`src/rtl/lvds_tx_serializer_pkg.sv`:
```
// Shared types and constants for the LVDS transmit serializer.
// Word 0 of a 64-bit group is its most significant 16 bits.
package lvds_tx_serializer_pkg;

    localparam int WORD_W  = 16;
    localparam int BYTE_W  = 8;
    localparam int GROUP_W = 4 * WORD_W;

    localparam logic [WORD_W-1:0] DEF_IDLE_WORD  = 16'h0000;
    localparam logic [WORD_W-1:0] DEF_TRAIN_WORD = 16'hA55A;

    typedef enum logic [1:0] {
        ST_IDLE  = 2'd0,
        ST_TRAIN = 2'd1,
        ST_DATA  = 2'd2
    } tx_state_e;

    function automatic logic [WORD_W-1:0] group_word(
        input logic [GROUP_W-1:0] grp,
        input logic [1:0]         idx
    );
        logic [WORD_W-1:0] w;
        case (idx)
            2'd0:    w = grp[63:48];
            2'd1:    w = grp[47:32];
            2'd2:    w = grp[31:16];
            default: w = grp[15:0];
        endcase
        return w;
    endfunction

endpackage

```
`src/rtl/lvds_tx_serializer_oreg.sv`:
```
// Output byte pipeline feeding the external ODDR: the LSB byte goes out on df,
// the MSB byte follows one slot later on dr.
module lvds_tx_serializer_oreg
    import lvds_tx_serializer_pkg::*;
#(
    parameter logic [WORD_W-1:0] IDLE_WORD = DEF_IDLE_WORD
) (
    input  logic              dclk,
    input  logic              rst_n,
    input  logic [WORD_W-1:0] slot_word,
    output logic [BYTE_W-1:0] df,
    output logic [BYTE_W-1:0] dr
);

    logic [BYTE_W-1:0] msb_q;

    always_ff @(posedge dclk or negedge rst_n) begin
        if (!rst_n) begin
            df    <= IDLE_WORD[BYTE_W-1:0];
            msb_q <= IDLE_WORD[WORD_W-1:BYTE_W];
            dr    <= IDLE_WORD[WORD_W-1:BYTE_W];
        end else begin
            df    <= slot_word[BYTE_W-1:0];
            msb_q <= slot_word[WORD_W-1:BYTE_W];
            dr    <= msb_q;
        end
    end

endmodule

```
`src/rtl/lvds_tx_serializer.sv`:
```
// LVDS transmit serializer: one 16-bit word slot per dclk, fed from a single
// 64-bit holding buffer, with link-training bursts and underflow accounting.
//
//   state    | meaning
//   ---------+----------------------------------------------------------
//   ST_IDLE  | emit IDLE_WORD; buffer may fill and is held
//   ST_TRAIN | emit TRAIN_WORD for TRAIN_CYCLES slots, then pulse train_done
//   ST_DATA  | stream buffered groups; empty load slot counts an underflow
module lvds_tx_serializer
    import lvds_tx_serializer_pkg::*;
#(
    parameter logic [WORD_W-1:0] IDLE_WORD    = DEF_IDLE_WORD,
    parameter logic [WORD_W-1:0] TRAIN_WORD   = DEF_TRAIN_WORD,
    parameter int unsigned       TRAIN_CYCLES = 64
) (
    input  logic               dclk,
    input  logic               rst_n,
    input  logic               tx_en,
    input  logic               train_req,
    input  logic [GROUP_W-1:0] wr_data,
    input  logic               wr_valid,
    output logic               wr_ready,
    output logic [BYTE_W-1:0]  df,
    output logic [BYTE_W-1:0]  dr,
    output logic               busy,
    output logic               train_done,
    output logic [15:0]        underflow_cnt
);

    // Counter runs TRAIN_CYCLES-1 down to 0; the slot seen at 0 is the last.
    localparam logic [15:0] TRAIN_LOAD = 16'(TRAIN_CYCLES - 1);

    tx_state_e          state_q, state_d;
    logic [GROUP_W-1:0] hold_q, hold_d;
    logic               hold_full_q, hold_full_d;
    logic [1:0]         word_cnt_q, word_cnt_d;
    logic [15:0]        train_cnt_q, train_cnt_d;
    logic               train_pend_q, train_pend_d;
    logic [15:0]        underflow_q, underflow_d;
    logic               train_done_q, train_done_d;
    logic               rdy_q;
    logic               at_boundary;
    logic               xfer;
    logic [WORD_W-1:0]  slot_word;

    // rdy_q keeps wr_ready low while in reset and releases it on the first edge.
    assign wr_ready      = rdy_q && (!hold_full_q || (state_q == ST_DATA && word_cnt_q == 2'd3));
    assign xfer          = wr_valid && wr_ready;
    assign busy          = (state_q != ST_IDLE);
    assign train_done    = train_done_q;
    assign underflow_cnt = underflow_q;

    always_comb begin
        state_d      = state_q;
        hold_d       = hold_q;
        hold_full_d  = hold_full_q;
        word_cnt_d   = word_cnt_q;
        train_cnt_d  = train_cnt_q;
        train_pend_d = train_pend_q;
        underflow_d  = underflow_q;
        train_done_d = 1'b0;
        at_boundary  = 1'b0;
        slot_word    = IDLE_WORD;

        if (train_req && state_q != ST_TRAIN) begin
            train_pend_d = 1'b1;
        end

        case (state_q)
            ST_IDLE: begin
                if (train_req || train_pend_q) begin
                    state_d      = ST_TRAIN;
                    train_cnt_d  = TRAIN_LOAD;
                    train_pend_d = 1'b0;
                end else if (tx_en) begin
                    state_d = ST_DATA;
                end
            end

            ST_TRAIN: begin
                slot_word = TRAIN_WORD;
                if (train_cnt_q == 16'd0) begin
                    train_done_d = 1'b1;
                    state_d      = tx_en ? ST_DATA : ST_IDLE;
                end else begin
                    train_cnt_d = train_cnt_q - 16'd1;
                end
            end

            ST_DATA: begin
                if (hold_full_q) begin
                    slot_word  = group_word(hold_q, word_cnt_q);
                    word_cnt_d = word_cnt_q + 2'd1;
                    if (word_cnt_q == 2'd3) begin
                        hold_full_d = 1'b0;
                        at_boundary = 1'b1;
                    end
                end else begin
                    at_boundary = 1'b1;
                    if (underflow_q != 16'hFFFF) begin
                        underflow_d = underflow_q + 16'd1;
                    end
                end

                // Mode changes only between groups so a group is never cut short.
                if (at_boundary) begin
                    if (train_req || train_pend_q) begin
                        state_d      = ST_TRAIN;
                        train_cnt_d  = TRAIN_LOAD;
                        train_pend_d = 1'b0;
                    end else if (!tx_en) begin
                        state_d = ST_IDLE;
                    end
                end
            end

            default: begin
                state_d = ST_IDLE;
            end
        endcase

        if (xfer) begin
            hold_d      = wr_data;
            hold_full_d = 1'b1;
            word_cnt_d  = 2'd0;
        end
    end

    always_ff @(posedge dclk or negedge rst_n) begin
        if (!rst_n) begin
            state_q      <= ST_IDLE;
            hold_q       <= '0;
            hold_full_q  <= 1'b0;
            word_cnt_q   <= 2'd0;
            train_cnt_q  <= 16'd0;
            train_pend_q <= 1'b0;
            underflow_q  <= 16'd0;
            train_done_q <= 1'b0;
            rdy_q        <= 1'b0;
        end else begin
            state_q      <= state_d;
            hold_q       <= hold_d;
            hold_full_q  <= hold_full_d;
            word_cnt_q   <= word_cnt_d;
            train_cnt_q  <= train_cnt_d;
            train_pend_q <= train_pend_d;
            underflow_q  <= underflow_d;
            train_done_q <= train_done_d;
            rdy_q        <= 1'b1;
        end
    end

    lvds_tx_serializer_oreg #(
        .IDLE_WORD (IDLE_WORD)
    ) u_oreg (
        .dclk      (dclk),
        .rst_n     (rst_n),
        .slot_word (slot_word),
        .df        (df),
        .dr        (dr)
    );

endmodule

```
`config.mk`:
```
export PLATFORM = sky130hd
export DESIGN_NAME = lvds_tx_serializer
export DESIGN_NICKNAME = d
export VERILOG_FILES = /design/src/rtl/lvds_tx_serializer_pkg.sv /design/src/rtl/lvds_tx_serializer_oreg.sv /design/src/rtl/lvds_tx_serializer.sv
export SDC_FILE = /design/constraint.sdc
export NUM_CORES = 1
export LEC_CHECK = 0
export CORE_MARGIN = 5
export CORE_UTILIZATION = 40
export DETAILED_ROUTE_END_ITERATION = 6
export DONT_BUFFER_PORTS = 1
export SETUP_SLACK_MARGIN = 0.2
export SLEW_MARGIN = 20
export SYNTH_ARGS = -nofsm -noshare
export SYNTH_HDL_FRONTEND = slang
export SYNTH_SLANG_ARGS = --single-unit
```
`constraint.sdc`:
```
create_clock -name dclk -period 4.34 [get_ports dclk]
set_input_delay 0 -clock dclk [delete_from_list [all_inputs] [get_ports dclk]]
set_output_delay 0 -clock dclk [all_outputs]
set_load 0.1 [all_outputs]
```
# --- Yosys cells after proc, flatten, opt, wreduce, memory -nomap -nowiden ---
# Cells that the tools add are included.
word_totals:
  inputBits: 69
  register_bits: 128
  mem_bits_rw: 0
  latch_bits: 0
  mem_count: 0
  mem_bits_ro: 0
classes:
  shift: 0
  n_eq_ne: 12
  add_sub_neg: 3
  n_reduce_logical: 18
  order_cmp: 0
  multipliers: 0
  bitwise_logic: 1
  n_mux: 31
  div: 0
op_table:
  columns: ["operator", "count"]
  rows:
  - ["16-bit one-hot mux with 3 select lines", 2]
  - ["16-bit 2-to-1 mux", 4]
  - ["16-bit one-hot mux with 2 select lines", 1]
  - ["2-bit 2-to-1 mux", 10]
  - ["16-bit by 1-bit adder with 16-bit output, second input constant", 1]
  - ["16-bit zero test", 1]
  - ["16-bit != test, second input constant", 1]
  - ["16-bit by 1-bit subtractor with 16-bit output, second input constant", 1]
  - ["1-bit 2-to-1 mux", 12]
  - ["2-bit == test, second input constant", 3]
  - ["2-bit one-hot mux with 3 select lines", 1]
  - ["3-bit AND reduction", 2]
  - ["2-bit nonzero test", 3]
  - ["2-bit by 1-bit == test with 1-bit output, second input constant", 2]
  - ["1-bit logical AND", 4]
  - ["2-bit zero test", 2]
  - ["2-bit by 1-bit != test with 1-bit output, second input constant", 2]
  - ["2-bit != test, second input constant", 2]
  - ["4-bit AND reduction", 1]
  - ["3-bit by 2-bit != test with 1-bit output, second input constant", 1]
  - ["3-bit != test, second input constant", 1]
  - ["3-bit nonzero test", 1]
  - ["2-bit by 1-bit adder with 2-bit output, second input constant", 1]
  - ["1-bit logical OR", 2]
  - ["4 further kinds", 4]

# --- Depth between registers and ports, before layout ---
depth:
  depth_word: 7
  depth_mapped: 9
  mapped_depth_nobuf: 7

# --- Cells and area by module ---
# A second synthesis with hierarchy kept.
hier_totals:
  cells_unflattened: 453
  area_unflattened_um2: 5519.0
by_module_without_submodules:
  columns: ["mod", "cells_each", "area_per_inst_um2", "seq_area_each_um2", "instances"]
  rows:
  - ["lvds_tx_serializer", 429, 4918.5, 2602.5, 1]
  - ["lvds_tx_serializer_oreg", 24, 600.6, 600.6, 1]

# --- Worst setup path after synthesis ---
# OpenSTA, ideal clock, no wires.
synth_path:
  path_kind: "register to register"
  startpoint: "register state_q[0]"
  endpoint: "register hold_q[23]"
  path_slack_ps: 1743
  period_less_slack_ps: 2597
  stages_incl_launch_ff: 10
  arrival_ps: 2472
  path_buffers: 2
  path_cell_list: "dfrtp_1 inv_1 ha_1 nand2_1 nand2_1 and2_1 nand2_1 clkbuf_1 buf_2 mux2_2"
synth_via:
  elab_chain_cells: 5
synth_rtl:
  columns: ["item", "line_no", "text"]
  rows:
  - ["start, declared", "lvds_tx_serializer.sv:33", "tx_state_e state_q, state_d;"]
  - ["start signal, assigned", "lvds_tx_serializer.sv:141", "state_q <= state_d;"]
  - ["2-bit == test", "lvds_tx_serializer.sv:47", "assign wr_ready = rdy_q && (!hold_full_q || (state_q == ST_DATA && word_cnt_q == 2'd3));"]
  - ["1-bit logical AND", "lvds_tx_serializer.sv:47", null]
  - ["1-bit logical OR", "lvds_tx_serializer.sv:47", null]
  - ["1-bit logical AND", "lvds_tx_serializer.sv:47", null]
  - ["named net wr_ready", "lvds_tx_serializer.sv:22", "output logic wr_ready,"]
  - ["1-bit logical AND", "lvds_tx_serializer.sv:48", "assign xfer = wr_valid && wr_ready;"]
  - ["end signal, assigned", "lvds_tx_serializer.sv:142", "hold_q <= hold_d;"]
  - ["end, declared", "lvds_tx_serializer.sv:34", "logic [GROUP_W-1:0] hold_q, hold_d;"]
# The timed path passes the listed nets, and every way through them passes these cells.
# A chain may end at the register's enable or synchronous reset.

# --- Final worst setup path ---
layout_path:
  startpoint: "register word_cnt_q[1]"
  endpoint: "register hold_q[11]"
layout_via:
  elab_chain_cells: 5
layout_rtl:
  columns: ["item", "line_no", "text"]
  rows:
  - ["start, declared", "lvds_tx_serializer.sv:36", "logic [1:0] word_cnt_q, word_cnt_d;"]
  - ["start signal, assigned", "lvds_tx_serializer.sv:144", "word_cnt_q <= word_cnt_d;"]
  - ["2-bit == test", "lvds_tx_serializer.sv:47", null]
  - ["1-bit logical AND", "lvds_tx_serializer.sv:47", null]
  - ["1-bit logical OR", "lvds_tx_serializer.sv:47", null]
  - ["1-bit logical AND", "lvds_tx_serializer.sv:47", null]
  - ["1-bit logical AND", "lvds_tx_serializer.sv:48", null]
# Every way passes these cells.

==> metrics.csv <==
stage;metric;value;unit
finish;Util after Layout;52.0;%
cts;CTS H-tree depth;4;
pwr;Leak;0.00313;uW
global_routing;GRT overflow;0;
yosys;post-synth net total;534;
global_routing;vias in the first global route;4029;
timing;Slew headroom;31.4;%
critical_path;Worst path most repeated cell;buf_4;
floorplan;chip width;128;um
placed_design;GP Congestion;0.769;
route;DR pass1 iterations;5;
hold_path;Worst Hold Path EP;state_q[1]$_DFFE_PN0P_;
finish;Final nets;616;
hold_path;Hold WC Path Type;input pin to register;
cts;clock tree from TritonCTS;built;
critical_path;Worst setup SP type;register;
critical_path;r2r setup slk;1390;ps
critical_path;endpoint class of the critical path;register;
timing;Fin Clk Skew;10.0;ps
yosys;#FFs+latches synth;128;
route;initial DRC count;287;
placed_design;Port Buffers;0;
route;DR vias;3805;
placed_design;Detail Placement HPWL;8240;um
cts;setup bufs post-CTS;0;
yosys;Mapped Cells;455;
pwr;clock share of power;29.6;%
yosys;Synth async-reset ratio;100;%
critical_path;CP top delay family;simple AND/OR/NAND/NOR gates;
route;Via density;5.21;
cts;Clk pin slew, worst setup/hold paths;60;ps
route;DR WL/cell;17.2;um
route;Routed WL;12600;um
floorplan;Initial Utilization;40.4;%
route;DRC;0;
cts;TritonCTS Buffers;17;
yosys;number of flops mapped to enable cells by yosys;0;
critical_path;CP bufs+invs;3;
global_routing;largest net degree at the start of global routing;129;
hold_path;min-delay src;tx_en;
pwr;Internal;3210;uW
floorplan;Core Rows;43;
finish;share of cells above drive strength 1;21.6;%
floorplan;core area;13700;um^2
critical_path;critical path type;register to register;
finish;Finished Layout Cells;730;
timing;Final min period;2950;ps
global_routing;initial antenna violation count;0;
timing;RSZ-0062 raised after global routing;no;
yosys;Post-Syn Area;5540;um^2
yosys;sequential area share after synthesis;57.8;%
flow_run;max_cap viols;0;
floorplan;Vert. Die Dim;128;um
timing;Worst-Margin Slew;1030;ps
yosys;Netlist cell types;48;
finish;synthesis-to-layout area growth;28.7;%
cts;clk buf depth;2;
cts;clk_lat worst skew;420;ps
pwr;switching share of power;37.6;%
cts;CTS-repair resized insts;0;
critical_path;crit-path cells;ha_1 > buf_4 > nand2_1 > nand2_1 > and2_1 > buf_4 > nand2_2 > buf_4 > mux2_2;
timing;f_max;339;MHz
placed_design;worst slack, placed;1370;ps
timing;setup TNS;0;ps
yosys;synth warn;0;
critical_path;Critical Path AT;3250;ps
timing;Fin. Hold Viols;0;
hold_path;hold path cells;5;
run_status;status;completed;
floorplan;die area;16300;um^2
timing;Final period util;68.0;%
global_routing;Total GRT Usage;16.2;%
timing;worst setup margin;1390;ps
pwr;peak supply drop;0.540;mV
route;DRT antenna net count;0;
finish;ANT cells;0;
yosys;Main synth FF type;dfrtp_1;
cts;CTS Root Cell;clkbuf_16;
timing;Max Transition Viols Final;0;
critical_path;R2R depth;9;
timing;# setup viols final;0;
yosys;syn_area_per_cell;12.2;um^2
critical_path;Worst Setup SP;word_cnt_q[1]$_DFFE_PN0P_;
floorplan;IO Pins;104;
global_routing;global-route wire length before repair;20600;um
critical_path;Slowest cell on crit path;nand2_2;
cts;clock sink total;128;
critical_path;Max FO, Critical Path;36;
pwr;share of total power in combinational logic;27.4;%
pwr;register share of total power;43.0;%
critical_path;CP required;4640;ps
critical_path;Max stage delay on crit path;630;ps
placed_design;DP Cell Count;629;
pwr;switching power;1940;uW
critical_path;r2r endpoint;hold_q[11]$_DFFE_PN0P_;
critical_path;R2R Path Start;word_cnt_q[1]$_DFFE_PN0P_;
pwr;P per Cell Area;722;nW/um^2
metal layers:
| layer | vias to the layer above | global-route usage, % | routed length, um |
|---|---|---|---|
| li1 | 1809 | - | - |
| met1 | 1875 | 20.3 | 5450 |
| met2 | 108 | 26.0 | 6100 |
| met3 | 13 | 5.96 | 860 |
| met4 | 0 | 5.62 | 176 |
| met5 | - | 0 | 0 |
worst min-delay path: stages:
cell	delay (ps)
nand2_1	30
o21ai_0	60
a221oi_1	70
nand2_1	90
mux2_2	150
stage by stage:
step	cell area, um^2	hold WS (ps)	total power, uW
after floorplan	5540	-296	3240
after CTS	7130	16.6	5170
after global routing	7130	71.3	5440
after global placement	5790	-291	3500
final	7130	28.5	5150
after detailed placement	5790	-287	3560
synthesized netlist by cell type, types with 8 or more instances:
master	instances	area share, %
a21oi_1	21	1.9
a222oi_1	16	2.9
clkbuf_1	12	0.81
dfrtp_1	128	58
ha_1	10	2.3
inv_1	8	0.54
mux2_2	68	14
nand2_1	22	1.5
nand3_1	8	0.72
nand4_1	8	0.90
nor2_1	49	3.3
nor3_1	9	0.81
o21a_1	8	1.1
xnor2_1	12	1.9
xor2_1	9	1.4
flip-flops by register name (all words and copies together) (netlist names), 2 cells and up:
signal / count
word_cnt_q: 2
u_oreg.df: 8
u_oreg.dr: 8
u_oreg.msb_q: 8
underflow_cnt: 16
train_cnt_q: 16
hold_q: 64
state_q: 2
cells in the final DEF, fill, tap and decap left out, types with 3 or more instances in the layout:
master and instances:
a21oi_1 21, a222oi_1 16, and2_1 3, buf_4 15
bufinv_16 4, clkbuf_16 17, clkinv_2 3, clkinvlp_4 3
dfrtp_1 128, dlygate4sd3_1 68, ha_1 10, inv_1 8
mux2_2 68, nand2_1 21, nand3_1 8, nand4_1 8
nor2_1 49, nor2b_1 3, nor3_1 9, nor4_1 6
o211ai_1 5, o21a_1 8, o21ai_0 6, or3_1 6
xnor2_1 12, xor2_1 9
power by group through the flow:
stage / registers [uW] / clock network (uW) / logic [uW]
2_1_floorplan: 2220 / 0 / 1010
3_3_place_gp: 2200 / 0 / 1300
3_5_place_dp: 2220 / 0 / 1340
4_1_cts: 2200 / 1550 / 1420
5_1_grt: 2260 / 1610 / 1570
6_report: 2210 / 1520 / 1410
logic make-up (layout without fill, tap and decap cells):
family          after synthesis  in the layout  synth area share, %
mux                          70             70                 14.2
compound gates               69             69                 8.94
xor+xnor                     21             21                 3.32
other cells                   1              1               0.0677
flops                       128            128                 57.8
fa+ha+maj                    10             10                 2.26
buf+inv                      29            124                 2.28
simple gates                127            127                 11.2
timing repair:
item	4_1_cts	5_1_grt
endpoints found under the hold margin	199	0
setup endpoints to repair	0	0
hold buffers	69	0
cell type report:
| cell class | count | area, um^2 |
|---|---|---|
| tap | 180 | 225 |
| inverter | 8 | 30.0 |
| multi-input combinational | 298 | 2210 |
| clock buffer | 19 | 453 |
| clock inverter | 13 | 184 |
| timing repair buffer | 84 | 821 |
| fill | 1147 | 6590 |
| sequential | 128 | 3200 |
worst max path at each step:
stage | to | cells after the start
after global routing | hold_q[11]$_DFFE_PN0P_ | 9
after detailed placement | hold_q[28]$_DFFE_PN0P_ | 9
after floorplan | hold_q[23]$_DFFE_PN0P_ | 9
after CTS | hold_q[28]$_DFFE_PN0P_ | 9
after global placement | hold_q[10]$_DFFE_PN0P_ | 9
final | hold_q[11]$_DFFE_PN0P_ | 9
(Power assumes the default switching activity.)
